[config.mk]
export PLATFORM = sky130hd
export DESIGN_NAME = packet_rx_framer
export DESIGN_NICKNAME = d
export VERILOG_FILES = /design/src/rtl/packet_rx_framer_pkg.sv /design/src/rtl/packet_rx_framer_sat_counter.sv /design/src/rtl/packet_rx_framer.sv
export SDC_FILE = /design/constraint.sdc
export NUM_CORES = 1
export LEC_CHECK = 0
export ABC_CLOCK_PERIOD_IN_PS = 3500
export CORE_MARGIN = 4
export CORE_UTILIZATION = 40
export DETAILED_ROUTE_END_ITERATION = 12
export GPL_TIMING_DRIVEN = 0
export SYNTH_ARGS = -nofsm -noshare
export SYNTH_HDL_FRONTEND = slang
export SYNTH_HIERARCHICAL = 1
export SYNTH_SLANG_ARGS = --single-unit
[constraint.sdc]
create_clock -name clk -period 3.5 [get_ports clk]
set_input_delay 1.05 -clock clk [delete_from_list [all_inputs] [get_ports clk]]
set_output_delay 1.05 -clock clk [all_outputs]
set_load 0.05 [all_outputs]
[src/rtl/packet_rx_framer_pkg.sv]
// Shared constants for the ingress packet framer: state encodings, header word offsets
// and the running-CRC rule (bytewise XOR of every word before the CRC word).
package packet_rx_framer_pkg;

   localparam logic [2:0] StIdle    = 3'd0;
   localparam logic [2:0] StDest    = 3'd1;
   localparam logic [2:0] StSize    = 3'd2;
   localparam logic [2:0] StPayload = 3'd3;
   localparam logic [2:0] StCrc     = 3'd4;
   localparam logic [2:0] StDrop    = 3'd5;

   localparam int unsigned OffSrc         = 0;
   localparam int unsigned OffDst         = 1;
   localparam int unsigned OffSize        = 2;
   localparam int unsigned OffPayloadBase = 3;

   // Wide enough for any practical word width; callers cast in and out.
   localparam int unsigned CrcMaxW = 64;

   function automatic logic [CrcMaxW-1:0] crc_step(input logic [CrcMaxW-1:0] crc,
                                                   input logic [CrcMaxW-1:0] word);
      return crc ^ word;
   endfunction

endpackage

[src/rtl/packet_rx_framer_sat_counter.sv]
// Saturating up-counter with synchronous active-low clear.
module sat_counter #(
   parameter int unsigned CNT_W = 8
) (
   input  logic             clk_i,
   input  logic             clr_ni,
   input  logic             inc_i,
   output logic [CNT_W-1:0] cnt_o
);

   logic [CNT_W-1:0] cnt_q, cnt_d;

   always_comb begin
      cnt_d = cnt_q;
      if (inc_i && (cnt_q != {CNT_W{1'b1}})) begin
         cnt_d = cnt_q + CNT_W'(1);
      end
   end

   always_ff @(posedge clk_i) begin
      if (!clr_ni) begin
         cnt_q <= '0;
      end else begin
         cnt_q <= cnt_d;
      end
   end

   assign cnt_o = cnt_q;

endmodule

[src/rtl/packet_rx_framer.sv]
// Ingress framer: writes each packet word into the current FIFO slot and commits the slot
// with winc only when the header is legal and the trailing CRC matches.
module packet_rx_framer
   import packet_rx_framer_pkg::*;
#(
   parameter int unsigned DATA_W      = 8,
   parameter int unsigned OFF_W       = 4,
   parameter int unsigned MAX_PAYLOAD = 12,
   parameter int unsigned CNT_W       = 8
) (
   input  logic              clk,
   input  logic              rst,
   input  logic              in_valid,
   input  logic              in_sop,
   input  logic [DATA_W-1:0] in_data,
   output logic              in_ready,
   input  logic              wfull,
   output logic              wr_word,
   output logic [OFF_W-1:0]  waddr_in,
   output logic [DATA_W-1:0] wdata,
   output logic              winc,
   output logic              pkt_drop,
   output logic [CNT_W-1:0]  pkt_ok_cnt,
   output logic [CNT_W-1:0]  pkt_drop_cnt
);

   if (MAX_PAYLOAD + 4 > (1 << OFF_W)) begin : g_size_check
      $error("MAX_PAYLOAD+4 exceeds slot depth 2**OFF_W");
   end

   logic [2:0]        state_q, state_d;
   logic [OFF_W-1:0]  off_q, off_d;
   logic [DATA_W-1:0] rem_q, rem_d;
   logic [DATA_W-1:0] crc_q, crc_d;
   logic              wr_q, wr_d;
   logic [OFF_W-1:0]  waddr_q, waddr_d;
   logic [DATA_W-1:0] wdata_q, wdata_d;
   logic              winc_q, winc_d;
   logic              drop_q, drop_d;

   logic              accept;
   logic              in_packet;
   logic              size_legal;
   logic [DATA_W-1:0] crc_next;

   // wfull only matters at a packet boundary; mid-packet no other writer can fill a slot.
   assign in_ready   = ((state_q == StIdle) || (state_q == StDrop)) ? !wfull : 1'b1;
   assign accept     = in_valid & in_ready;
   assign in_packet  = (state_q == StDest) || (state_q == StSize) ||
                       (state_q == StPayload) || (state_q == StCrc);
   assign size_legal = (in_data != '0) && (in_data <= DATA_W'(MAX_PAYLOAD));
   assign crc_next   = DATA_W'(crc_step(CrcMaxW'(crc_q), CrcMaxW'(in_data)));

   always_comb begin
      state_d = state_q;
      off_d   = off_q;
      rem_d   = rem_q;
      crc_d   = crc_q;
      wr_d    = 1'b0;
      waddr_d = off_q;
      wdata_d = in_data;
      winc_d  = 1'b0;
      drop_d  = 1'b0;
      if (accept) begin
         if (in_sop) begin
            // A new start-of-packet aborts whatever packet was in flight.
            drop_d  = in_packet;
            wr_d    = 1'b1;
            waddr_d = OFF_W'(OffSrc);
            off_d   = OFF_W'(OffDst);
            crc_d   = in_data;
            state_d = StDest;
         end else begin
            case (state_q)
               StDest: begin
                  wr_d    = 1'b1;
                  off_d   = off_q + OFF_W'(1);
                  crc_d   = crc_next;
                  state_d = StSize;
               end
               StSize: begin
                  wr_d  = 1'b1;
                  off_d = off_q + OFF_W'(1);
                  crc_d = crc_next;
                  rem_d = in_data;
                  if (size_legal) begin
                     state_d = StPayload;
                  end else begin
                     drop_d  = 1'b1;
                     state_d = StDrop;
                  end
               end
               StPayload: begin
                  wr_d  = 1'b1;
                  off_d = off_q + OFF_W'(1);
                  crc_d = crc_next;
                  rem_d = rem_q - DATA_W'(1);
                  if (rem_q == DATA_W'(1)) begin
                     state_d = StCrc;
                  end
               end
               StCrc: begin
                  // CRC word lands in the slot either way; only a match commits it.
                  wr_d    = 1'b1;
                  winc_d  = (in_data == crc_q);
                  drop_d  = (in_data != crc_q);
                  state_d = StIdle;
               end
               default: ;
            endcase
         end
      end
   end

   always_ff @(posedge clk) begin
      if (!rst) begin
         state_q <= StIdle;
         off_q   <= '0;
         rem_q   <= '0;
         crc_q   <= '0;
         wr_q    <= 1'b0;
         waddr_q <= '0;
         wdata_q <= '0;
         winc_q  <= 1'b0;
         drop_q  <= 1'b0;
      end else begin
         state_q <= state_d;
         off_q   <= off_d;
         rem_q   <= rem_d;
         crc_q   <= crc_d;
         wr_q    <= wr_d;
         waddr_q <= waddr_d;
         wdata_q <= wdata_d;
         winc_q  <= winc_d;
         drop_q  <= drop_d;
      end
   end

   assign wr_word  = wr_q;
   assign waddr_in = waddr_q;
   assign wdata    = wdata_q;
   assign winc     = winc_q;
   assign pkt_drop = drop_q;

   sat_counter #(
      .CNT_W(CNT_W)
   ) u_ok_cnt (
      .clk_i (clk),
      .clr_ni(rst),
      .inc_i (winc_q),
      .cnt_o (pkt_ok_cnt)
   );

   sat_counter #(
      .CNT_W(CNT_W)
   ) u_drop_cnt (
      .clk_i (clk),
      .clr_ni(rst),
      .inc_i (drop_q),
      .cnt_o (pkt_drop_cnt)
   );

endmodule

==> reports/metrics.cfg, run 1 <==
[synthesis]
synth_edf_count=0
yosysUniqueCellTypes=50
seq_area_frac_synth=0.390
ys_ff_latch=54
syn-num-nets=348
synth_top_cell_area_share=0.390
yosysTopAreaCell=dfxtp_1
synth.area.top_cells=dfxtp_1 (39%), mux2i_1 (5.1%), a21oi_1 (4.2%)
synth-async-reset-ratio=0
syn-cell-area_um2=2770
syn_inst=330
syn-mean-instance-area_um2=8.39
yosys_warnings=6
synthFlopType=dfxtp_1

[floorplan]
die_y_um=91.2
placeableCoreArea_um2=6760
start_util=0.410
die_w_um=91.2
io_pins=45
fp-row-count=30
dieArea_um2=8320

[finish]
final_util=0.504
layout_common_cells=dfxtp_1 (54), clkdlybuf4s50_1 (43), nand2_1 (26)
final_nets=399
area_growth_pct=23.0
drive_gt1_frac=0.0576
final_common_cell=dfxtp_1
final_area_um2=3410
diodes=0

[setup_path]
worstPathMaxFanout=5
timing.rr.end=state_q[1]
cp-start-kind=primary input
cp.required_ns=2.45
worstPathArrival_ns=2.38
ff2ff_path_depth=4
r2r_start=rem_q[2]
crit_type=in -> out
end_kind=output pin
r2r_slack_ns=1.31
max_stage_delay_ns=0.54
timing.critical_path.buf_inv=2
worstPathCellList=clkdlybuf4s50_1 -> nor2b_2 -> nand2_1 -> dlygate4sd2_1
slowest_stage=clkdlybuf4s50_1
critPathTopFamily=buffers and inverters

[pwr]
peakVddDrop_uv=148
power.density_nw_per_um2=337
power_leakage_nw=1.29
total_power_w=0.00115

[sta]
drv_slew=0
rsz0062_at_grt=no
setup_viol=0
skew_ns=0.00785
max_freq_ghz=0.291
fin_crit_ns=3.43
finalHoldViolations=0
relSlewSlack=0.528
fin_crit_sh=0.980
worst_slew_pin_slew_ns=0.706

[placed_design]
gp_congestion=0.868
post-dp-hpwl_um=5000
placed_area_um2=3310
io_buffers=44

[clocking]
cts_buffers=5
cts.path.max_buffers=2
post_cts_buffers=0
path_clk_slew_ns=0.09
cts_tree=done
h-tree-depth=2
cts.sinks=54
cts-root-buf=clkbuf_8
insertion_delay_ns=0.30

[hold_path]
min_path_type=reg -> reg
min_from=rem_q[5]
holdPathEnd=rem_q[5]
holdPathStages=2

[detailed_routing]
vias=2635
drc=0
wl_per_cell_um=14.9
first_pass_iters=6
via_per_inst=5.70
dr_wl_met2_um=3130
drt_iter0_markers=161
routed_wl_um=6880
ant_nets=0
wl_met3_um=296
wl_met1_um=3370
top_layer=met4

[global_route]
grt_pass1_vias=2459
grt_max_degree=22
overflow=0
antenna_found_initial=0
grt_pass1_wl_um=11500
track_usage=0.165

[run]
drv_cap=0

[status]
status=finished clean

metal layers:
| layer | global-route usage | vias to the layer above |
|---|---|---|
| met1 | 0.221 | 1235 |
| met2 | 0.277 | 78 |
| met5 | 0 | - |
| met4 | 0.0364 | 0 |
| met3 | 0.0290 | 14 |
| li1 | - | 1308 |
what timing repair did:
action	4_1_cts	5_1_grt
gates resized for setup	1	1
endpoints found under the setup margin	1	1
hold buffers	0	0
gates cloned	0	0
worst max path at each step:
stage / startpoint / endpoint / slack [ns] / depth (start not counted)
after floorplan: wfull / in_ready / 0.82 / 2
after global placement: wfull / in_ready / -0.29 / 4
after detailed placement: wfull / in_ready / -0.28 / 4
after CTS: wfull / in_ready / 0.0007 / 4
after global routing: wfull / in_ready / 0.03 / 4
final: wfull / in_ready / 0.07 / 4
layout make-up:
class / instances / area (µm²)
Timing Repair Buffer: 44 / 439
Buffer: 18 / 71.3
Multi-Input combinational cell: 236 / 1540
Inverter: 22 / 82.6
Fill cell: 669 / 3350
Sequential cell: 54 / 1080
Clock buffer: 6 / 82.6
Tap cell: 80 / 100
Clock inverter: 2 / 12.5
cell families (layout without fill, tap and decap cells):
kind of cell	after synthesis	in the layout	share of synthesized area
multiplexers	16	16	0.0587
XOR/XNOR	10	10	0.0316
flip-flops	54	54	0.390
buffers and inverters	40	92	0.0556
AO/OA/AOI/OAI	79	79	0.193
adder cells (fa/ha/maj)	5	5	0.0226
AND/OR/NAND/NOR	126	126	0.248
state kept, by name (all words and copies together) (netlist names):
signal / flops
winc: 1
waddr_in: 4
u_ok_cnt/cnt_o: 8
off_q: 4
wdata: 8
wr_word: 1
state_q: 3
u_drop_cnt/cnt_o: 8
crc_q: 8
pkt_drop: 1
rem_q: 8
Yosys cell counts, types with 8 or more instances:
library cell  instances
nor3_1               14
nor2_1               18
mux2i_1              14
xor2_1                8
dfxtp_1              54
and3_1               11
a21o_1               10
nor4_1               14
a21oi_1              23
o21ai_0              10
inv_1                21
clkbuf_1             14
nand2_1              26
nand3_1              16
power by group:
part | switching (W) | internal, W | total, W
Combinational | 0.0000961 | 0.0000541 | 0.000150
Clock | 0.000202 | 0.000160 | 0.000362
Sequential | 0.00000849 | 0.000627 | 0.000636
Total | 0.000307 | 0.000841 | 0.00115
tightest hold or removal path, stage by stage, from the launching register on:
cell     delay, ns
dfxtp_1       0.32
o21ai_0       0.07
a21oi_1       0.06
per-stage QoR:
stage                     worst slack [ns]  std cells  hold WS (ns)  setup TNS (ns)
after floorplan                      0.818        330         0.450               0
after global placement              -0.294        454         0.470          -0.294
after detailed placement            -0.282        454         0.472          -0.282
after CTS                         0.000651        462         0.489               0
after global routing                0.0347        462         0.514               0
final                               0.0689        462         0.487               0
(Power assumes the default switching activity.)
==> run 2, diff against run 1 <==
--- a/config.mk
+++ b/config.mk
@@ -6,6 +6,7 @@
 export NUM_CORES = 1
 export LEC_CHECK = 0
 export ABC_CLOCK_PERIOD_IN_PS = 3500
+export CORE_ASPECT_RATIO = 1.2
 export CORE_MARGIN = 4
 export CORE_UTILIZATION = 40
 export DETAILED_ROUTE_END_ITERATION = 12
==> reports/metrics.cfg, run 2 (same netlist as run 1, synthesis figures left out) <==
[status]
status=finished clean

[global_route]
track_usage=0.171
grt_pass1_wl_um=11900
antenna_found_initial=0
overflow=0
grt_pass1_vias=2583
grt_max_degree=22

[clocking]
cts_tree=done
path_clk_slew_ns=0.09
h-tree-depth=2
cts-root-buf=clkbuf_8
cts.sinks=54
cts.path.max_buffers=2
cts_buffers=5
insertion_delay_ns=0.31

[setup_path]
worstPathArrival_ns=2.40
worstPathCellList=clkdlybuf4s50_1 -> nor2b_2 -> nand2_1 -> dlygate4sd2_1
r2r_slack_ns=1.32
worstPathMaxFanout=5
end_kind=output pin
slowest_stage=clkdlybuf4s50_1
max_stage_delay_ns=0.53
cp.required_ns=2.45
critPathCapture=in_ready
critPathLaunch=wfull
cp.depth=4
r2r_start=rem_q[2]
critPathTopFamily=buffers and inverters
crit_type=in -> out
cp-start-kind=primary input
ff2ff_path_depth=4
timing.rr.end=state_q[1]
timing.critical_path.buf_inv=2

[sta]
fin_crit_sh=0.984
setup_viol=0
max_freq_ghz=0.290
worst_slew_pin_slew_ns=0.755
hold_ws_ns=0.497
skew_ns=0.00958
rsz0062_at_grt=no
drv_slew=0
relSlewSlack=0.495
finalHoldViolations=0
fin_crit_ns=3.45

[finish]
final_area_um2=3410
final_common_cell=dfxtp_1
drive_gt1_frac=0.0576
final_nets=399
area_growth_pct=23.2
diodes=0
stdcell_count=467
layout_common_cells=dfxtp_1 (54), clkdlybuf4s50_1 (43), nand2_1 (26)

[detailed_routing]
ant_nets=0
wl_per_cell_um=15.0
first_pass_iters=4
via_per_inst=5.62
routed_wl_um=7010
vias=2625
drc=0
drt_iter0_markers=142

[floorplan]
start_util=0.422
placeableCoreArea_um2=6570
fp-row-count=32
die_w_um=84.0
io_pins=45
die_y_um=99.1
dieArea_um2=8320

[pwr]
p_comb_frac=0.131
power.density_nw_per_um2=337
switching_share=0.269
power_leakage_nw=1.29
clockPowerShare=0.317
peakVddDrop_uv=149
total_power_w=0.00115
seqPwrFrac=0.553
switchingPower_w=0.000309
p_int_w=0.000841

[placed_design]
gp_congestion=0.887
io_buffers=44
dp.cells=459
post-dp-hpwl_um=5060
placed_area_um2=3320

[hold_path]
min_path_type=reg -> reg

[run]
drv_cap=0

## run 2: cell counts in the layout (fill, tap and decap cells not counted)
Identical to the previous run, type by type.
## run 2: power groups by stage
stage                     Clock, W  Sequential (W)  Combinational (W)
after detailed placement         0        0.000649           0.000151
after floorplan                  0        0.000670          0.0000712
after global placement           0        0.000649           0.000151
final                     0.000364        0.000635           0.000150
after CTS                 0.000378        0.000635           0.000151
after global routing      0.000406        0.000637           0.000164
## run 2: cell type report
type | count | area [µm²]
buffer | 18 | 71.3
clock buffer | 6 | 82.6
clock inverter | 2 | 12.5
fill | 623 | 3150
inverter | 22 | 82.6
multi-input combinational | 236 | 1540
sequential | 54 | 1080
tap | 85 | 106
timing repair buffer | 44 | 439
## run 2: stage by stage
stage / TNS, ns / util / setup WS [ns]
2_1_floorplan: 0 / - / 0.818
3_3_place_gp: -0.290 / 0.505 / -0.290
3_5_place_dp: -0.296 / 0.505 / -0.296
4_1_cts: 0 / 0.520 / 0.0814
5_1_grt: 0 / 0.520 / 0.0234
6_report: 0 / 0.520 / 0.0548
## run 2: worst min path at each step
stage / startpoint / endpoint / cells past startpoint
floorplan: rem_q[5] / rem_q[5] / 2
global placement: rem_q[5] / rem_q[5] / 2
detailed placement: rem_q[5] / rem_q[5] / 2
CTS: rem_q[5] / rem_q[5] / 2
global route: rem_q[5] / rem_q[5] / 2
finish: rem_q[5] / rem_q[5] / 2
## run 2: repair_timing
action,in CTS,in global routing
buffers inserted,0,0
hold buffers,0,0
gates resized for setup,2,0
setup endpoints to repair,1,0
## run 2: tightest hold or removal path, delay by kind of cell, from the launching register on
family / cells / cell delay, ns
flops: 1 / 0.32
compound gates: 2 / 0.13
## run 2: routing by layer
layer,global-route usage,vias up,share of wire
met2,0.285,75,0.48
met3,0.0356,10,0.048
li1,-,1303,-
met5,0,-,0
met1,0.223,1237,0.46
met4,0.0520,0,0.014
